[src/rtl/sat_alu_pkg.sv]
// rtl/sat_alu_pkg.sv - shared definitions for the saturating add/sub pipeline
//
// Purpose: operation encoding for the mode port and bit positions inside
//          the {Z, V, N} flags vector.
// Ports:   none (package).
package sat_alu_pkg;

   localparam logic [1:0] MODE_ADD  = 2'b00;
   localparam logic [1:0] MODE_SUB  = 2'b01;
   localparam logic [1:0] MODE_PADD = 2'b10;
   // 2'b11 is decoded as ADD by the datapath.

   localparam int FLAG_N = 0;
   localparam int FLAG_V = 1;
   localparam int FLAG_Z = 2;
   localparam int FLAG_W = 3;

endpackage

[src/rtl/sat_add.sv]
// rtl/sat_add.sv - combinational signed saturating adder
//
// Purpose: sum = sat(a + b + cin) for W-bit two's complement operands.
// Ports:   a, b  [W-1:0] operands
//          cin           carry in (used to form a - b as a + ~b + 1)
//          sum   [W-1:0] saturated sum
//          ovf           signed overflow occurred before saturation
module sat_add
   import sat_alu_pkg::*;
#(
   parameter int W = 16
) (
   input  logic [W-1:0] a,
   input  logic [W-1:0] b,
   input  logic         cin,
   output logic [W-1:0] sum,
   output logic         ovf
);

   logic [W:0] ext;

   // One guard bit: the true sum fits in W+1 bits, so a disagreement
   // between the guard bit and the W-bit sign marks overflow, and the
   // guard bit gives the true sign for choosing the clamp direction.
   assign ext = {a[W-1], a} + {b[W-1], b} + {{W{1'b0}}, cin};
   assign ovf = ext[W] ^ ext[W-1];

   always_comb begin
      sum = ext[W-1:0];
      if (ovf) begin
         sum = ext[W] ? {1'b1, {(W-1){1'b0}}} : {1'b0, {(W-1){1'b1}}};
      end
   end

endmodule

[src/rtl/sat_addsub_pipe.sv]
// rtl/sat_addsub_pipe.sv - two-stage saturating add/sub/packed-add pipeline
//
// Purpose: S1 captures operands and mode, S2 captures the saturated result
//          and flags. Valid/ready handshake on both sides, one op per cycle.
// Optional: SAT_ADDSUB_STICKY_OVF_EN enables the sticky overflow bit;
//           without it sticky_ovf is 0 and ovf_clr is ignored.
// Ports:   clk, rst_n            clock, async active-low reset
//          in_valid/in_ready     operand handshake (a, b, mode)
//          out_valid/out_ready   result handshake (result, flags)
//          flags [2:0]           {Z, V, N}
//          ovf_clr, sticky_ovf   sticky overflow clear / indicator
module sat_addsub_pipe
   import sat_alu_pkg::*;
#(
   parameter int WIDTH  = 16,
   parameter int LANE_W = 4   // WIDTH must be a multiple of LANE_W
) (
   input  logic             clk,
   input  logic             rst_n,
   input  logic             in_valid,
   output logic             in_ready,
   input  logic [WIDTH-1:0] a,
   input  logic [WIDTH-1:0] b,
   input  logic [1:0]       mode,
   output logic             out_valid,
   input  logic             out_ready,
   output logic [WIDTH-1:0] result,
   output logic [2:0]       flags,
   input  logic             ovf_clr,
   output logic             sticky_ovf
);

   localparam int LANES = WIDTH / LANE_W;

   logic             s1_full;
   logic [WIDTH-1:0] s1_a;
   logic [WIDTH-1:0] s1_b;
   logic [1:0]       s1_mode;

   logic             s2_adv;
   logic             s1_adv;

   logic [WIDTH-1:0] full_b;
   logic             full_cin;
   logic [WIDTH-1:0] full_sum;
   logic             full_ovf;
   logic [WIDTH-1:0] lane_sum;
   logic [LANES-1:0] lane_ovf;

   logic [WIDTH-1:0] res_c;
   logic [2:0]       flags_c;

   assign s2_adv   = !out_valid || out_ready;
   assign s1_adv   = s1_full && s2_adv;
   assign in_ready = !s1_full || s1_adv;

   // SUB reuses the adder as a + ~b + 1.
   assign full_cin = (s1_mode == MODE_SUB);
   assign full_b   = full_cin ? ~s1_b : s1_b;

   sat_add #(.W(WIDTH)) u_full (
      .a   (s1_a),
      .b   (full_b),
      .cin (full_cin),
      .sum (full_sum),
      .ovf (full_ovf)
   );

   for (genvar i = 0; i < LANES; i++) begin : g_lane
      sat_add #(.W(LANE_W)) u_lane (
         .a   (s1_a[i*LANE_W +: LANE_W]),
         .b   (s1_b[i*LANE_W +: LANE_W]),
         .cin (1'b0),
         .sum (lane_sum[i*LANE_W +: LANE_W]),
         .ovf (lane_ovf[i])
      );
   end

   always_comb begin
      res_c   = full_sum;
      flags_c = '0;
      flags_c[FLAG_V] = full_ovf;
      if (s1_mode == MODE_PADD) begin
         res_c           = lane_sum;
         flags_c[FLAG_V] = |lane_ovf;
      end
      flags_c[FLAG_Z] = (res_c == '0);
      flags_c[FLAG_N] = res_c[WIDTH-1];
   end

   always_ff @(posedge clk or negedge rst_n) begin
      if (!rst_n) begin
         s1_full <= 1'b0;
         s1_a    <= '0;
         s1_b    <= '0;
         s1_mode <= MODE_ADD;
      end else if (in_ready) begin
         s1_full <= in_valid;
         if (in_valid) begin
            s1_a    <= a;
            s1_b    <= b;
            s1_mode <= mode;
         end
      end
   end

   // Result and flags only change when a new op lands, so they stay put
   // both under back-pressure and after the consumer drains the stage.
   always_ff @(posedge clk or negedge rst_n) begin
      if (!rst_n) begin
         out_valid <= 1'b0;
         result    <= '0;
         flags     <= '0;
      end else if (s2_adv) begin
         out_valid <= s1_full;
         if (s1_full) begin
            result <= res_c;
            flags  <= flags_c;
         end
      end
   end

`ifdef SAT_ADDSUB_STICKY_OVF_EN
   // Set wins over clear so an overflow in the clearing cycle is not lost.
   always_ff @(posedge clk or negedge rst_n) begin
      if (!rst_n) begin
         sticky_ovf <= 1'b0;
      end else if (s1_adv && flags_c[FLAG_V]) begin
         sticky_ovf <= 1'b1;
      end else if (ovf_clr) begin
         sticky_ovf <= 1'b0;
      end
   end
`else
   logic unused_ovf_clr;
   assign unused_ovf_clr = ovf_clr;
   assign sticky_ovf     = 1'b0;
`endif

endmodule

[config.mk]
export PLATFORM = sky130hd
export DESIGN_NAME = sat_addsub_pipe
export DESIGN_NICKNAME = d
export VERILOG_FILES = /design/src/rtl/sat_alu_pkg.sv /design/src/rtl/sat_add.sv /design/src/rtl/sat_addsub_pipe.sv
export SDC_FILE = /design/constraint.sdc
export NUM_CORES = 1
export LEC_CHECK = 0
export CAP_MARGIN = 20
export CORE_MARGIN = 8
export CORE_UTILIZATION = 40
export DETAILED_ROUTE_END_ITERATION = 7
export HOLD_SLACK_MARGIN = 0.12
export PLACE_DENSITY = 0.68
export SETUP_SLACK_MARGIN = 0.1
export SYNTH_ARGS = -nofsm -noshare
export SYNTH_HDL_FRONTEND = slang
export SYNTH_SLANG_ARGS = --single-unit
[constraint.sdc]
create_clock -name clk -period 7.82 [get_ports clk]
set_clock_uncertainty 0.05 [all_clocks]
set_input_delay 1.564 -clock clk [delete_from_list [all_inputs] [get_ports clk]]
set_output_delay 1.564 -clock clk [all_outputs]
set_load 0.01 [all_outputs]
==> results.md <==
* Status: finished, final reports clean
* Top FF cell, synth: dfrtp_1
* First-pass GRT wire length at 16.33 mm
* PwrDens at 323.1 nW/um^2
* Reg clk slew, reported paths at 0.10 ns
* CTS resizes at 0
* # Post-CTS Setup Buffers at 0
* Fill cells at 990
* R2R cell count at 12
* Peak Freq at around 220 MHz
* Met1 wire length at 4.534 mm
* N_diodes at 0
* Data arrival, critical path at around 4.7 ns
* Req. time, crit path at 8.03 ns
* Ys Warns at 0
* CP endpoint kind: flop
* Setup_tns at 0 ns
* Total global routing overflow at 0
* Net Sw Power at slightly below 0.7 mW
* Max-cap viol count at 0
* Syn avg cell area at about 9.6 um^2
* Cell Count, Final, Fillers Out at 608
* Pin count of the biggest net entering global routing at 55
* Core ar. at 9819 um^2
* Crit path kind: flop to flop
* Slew HR at 0.3699
* Vias per Instance at 5.340
* Count of final hold-check violations at 0
* Final setup vio count at 0
* Sequential element share of the synthesized area at 0.3330
* Max-slew violations at 0
* CTS Buf Count at 5
* Synth Instances at about 420
* Final GP Congestion at 0.8772
* Via Count at 3247
* Share of cells above drive strength 1 at 0.1284
* Yosys top cell area share at 0.3330
* Dpl cells at 601
* DP HPWL at about 7.8 mm
* Core Util, Final at 0.4961
* Synth Register Bits at 54
* Int Pwr at 0.8898 mW
* Hold path start: result[8]$_DFFE_PN0P_
* Pre-Repair DR Iteration Count at 4
* Fin nets at 556
* Post-synth top cells: 54 x dfrtp_1, 38 x nand2_1, 37 x ha_1
* CTS tree: yes
* GRT Total Usage at 0.1515
* Count leader, synth: dfrtp_1
* Post-DR wirelength/cell at between 15 and 20 um
* Post-route clock period utilization at 0.5792
* Number of synthesized flops with an enable pin at 0
* Area contributors post-synth: dfrtp_1 33%, ha_1 11%, mux2_2 9.4%
* Design area at 4871 um^2
* Die height at around 120 um
* Port Buffers at 58
* Sequential Power Share at 0.255
* Drt drc at 0
* Area growth syn-to-layout at 20.04%
* HP Class: flop to flop
* Pre-CTS setup slack at 3.223 ns
* H-tree depth at 2
* LEAKAGE at 2.100 nW
* Max FO, Critical Path at 15
* RSZ-0062 raised after global routing: no
* Synthesized Nets at about 500
* I/O Pins at 61
* R2R Setup Slk at 3.29 ns
* Worst slew pin tran at 0.9429 ns
* CTS Hold Bufs at 0
* Async SR Flop Fraction at 1.000
* Clk buf depth at 2
* Initial drt markers at 171
* Worst IR Drop VDD at about 110 uV
* Synthesized area at 4058 um^2
* Buffer type at the clock tree root: clkbuf_8
* End point of the worst hold path: result[8]$_DFFE_PN0P_
* Clock share of power at 0.124
* Worst-Skew Late Latency at 0.32 ns
* Chip Width at 116.7 um
* Met2 WL at 4.635 mm
* Cell taking the most area after synthesis: dfrtp_1
* DRT antenna net count at 0
* Initial Utilization at 0.4132
* Comb power frac at 0.621
* Vias in the first global route at approximately 3300
* Max layer used: met4
* FF-to-FF Start: s1_mode[1]$_DFFE_PN0P_
* Design Power at around 1.6 mW
* Clock Sinks at 54
* RR Endpoint: flags[2]$_DFFE_PN0P_
* Switching share of power at 0.4347
* Final worst slack at 3.290 ns
* Drt total wl at 9.779 mm
* Yosys cell types at 62
* Hold WS at 0.4379 ns
* CP Launch Type: flop
* Routed length on met3 at 483 um
* Tmin final at 4.530 ns
* Initial antenna violation count at 0
* Die Area at 13620 um^2
* Placement Cell Area at 4758 um^2
* Num rows at 36
* Hold Crit Depth at 2
==> routing by layer <==
metal / up-vias / global-route usage
met5: - / 0
met4: 0 / 0.04693
met3: 9 / 0.02689
met2: 76 / 0.2562
met1: 1550 / 0.1917
li1: 1612 / -
==> cells in the final DEF, fill, tap and decap left out, drive strengths merged, types with 3 or more instances in the layout <==
master         netlist  routed
o211ai               3       3
inv                 25      25
clkbuf              13       6
xor2                 6       6
mux2                34      34
o31ai                7       7
a31oi                3       3
nor2                18      18
a21boi               4       4
and4                 3       3
nand2               38      38
ha                  37      37
or2                  3       3
clkdlybuf4s50        0      57
dfrtp               54      54
and3                 3       3
o21ai               33      33
a21o                 9       9
a211oi               8       8
buf                  2       4
nand2b               6       6
xnor2               27      27
a2111oi              3       3
nand3                4       4
o21bai               4       4
fa                   5       5
a21oi               29      29
nor2b                8       8
==> power groups by stage <==
| stage | Sequential (mW) | Combinational, mW | Clock, mW |
|---|---|---|---|
| 6_report | 0.402 | 0.978 | 0.195 |
| 5_1_grt | 0.413 | 1.09 | 0.210 |
| 4_1_cts | 0.403 | 0.976 | 0.199 |
| 3_5_place_dp | 0.409 | 0.970 | 0 |
| 3_3_place_gp | 0.405 | 0.958 | 0 |
| 2_1_floorplan | 0.420 | 0.648 | 0 |
==> area by class of cell <==
cell class                      count  area [um^2]  share of cell area
Inverter                           25        93.84             0.01927
Timing Repair Buffer               61        598.1              0.1228
Clock buffer                        6        82.58             0.01695
Clock inverter                      1        30.03            0.006165
Multi-Input combinational cell    328         2549              0.5232
Tap cell                          133        166.4             0.03416
Sequential cell                    54         1351              0.2774
==> worst max path at each step <==
stage / start / endpoint / slack, ns / cells past startpoint
finish: s1_mode[1]$_DFFE_PN0P_ / flags[2]$_DFFE_PN0P_ / 3.29 / 12
global route: s1_mode[1]$_DFFE_PN0P_ / flags[2]$_DFFE_PN0P_ / 2.97 / 12
CTS: s1_mode[1]$_DFFE_PN0P_ / flags[2]$_DFFE_PN0P_ / 3.23 / 12
detailed placement: s1_mode[1]$_DFFE_PN0P_ / flags[2]$_DFFE_PN0P_ / 3.22 / 12
global placement: s1_mode[1]$_DFFE_PN0P_ / flags[2]$_DFFE_PN0P_ / 3.33 / 12
floorplan: s1_mode[1]$_DFFE_PN0P_ / flags[2]$_DFFE_PN0P_ / 3.73 / 14
==> cells by family (layout without fill, tap and decap cells) <==
kind of cell / after synthesis / after routing / synth area share
and+or+nand+nor: 94 / 94 / 0.1141
adders and majority gates: 42 / 42 / 0.1388
DFF: 54 / 54 / 0.3330
AOI/OAI and AO/OA: 122 / 122 / 0.2038
xor gates and xnor gates: 33 / 33 / 0.07123
buffers and inverters: 40 / 93 / 0.03885
muxes: 36 / 36 / 0.09929
other: 1 / 1 / 0.0009242
==> flip-flops by register name, indices dropped and copies added (netlist names) <==
| signal | cells |
|---|---|
| out_valid | 1 |
| result | 15 |
| flags | 3 |
| s1_b | 16 |
| s1_a | 16 |
| s1_full | 1 |
| s1_mode | 2 |
==> worst max-delay path, stage by stage, from the launching register on <==
cell       delay, ns
dfrtp_1         0.42
nand2b_1        0.60
xnor2_1         0.50
ha_1            0.30
o21ai_0         0.20
a22oi_2         0.14
a221o_2         0.47
a2111oi_4       0.63
a21oi_2         0.18
a21oi_1         0.23
o2111ai_1       0.16
a2111oi_2       0.35
a32o_2          0.21
Power figures use the tool's default switching activity.
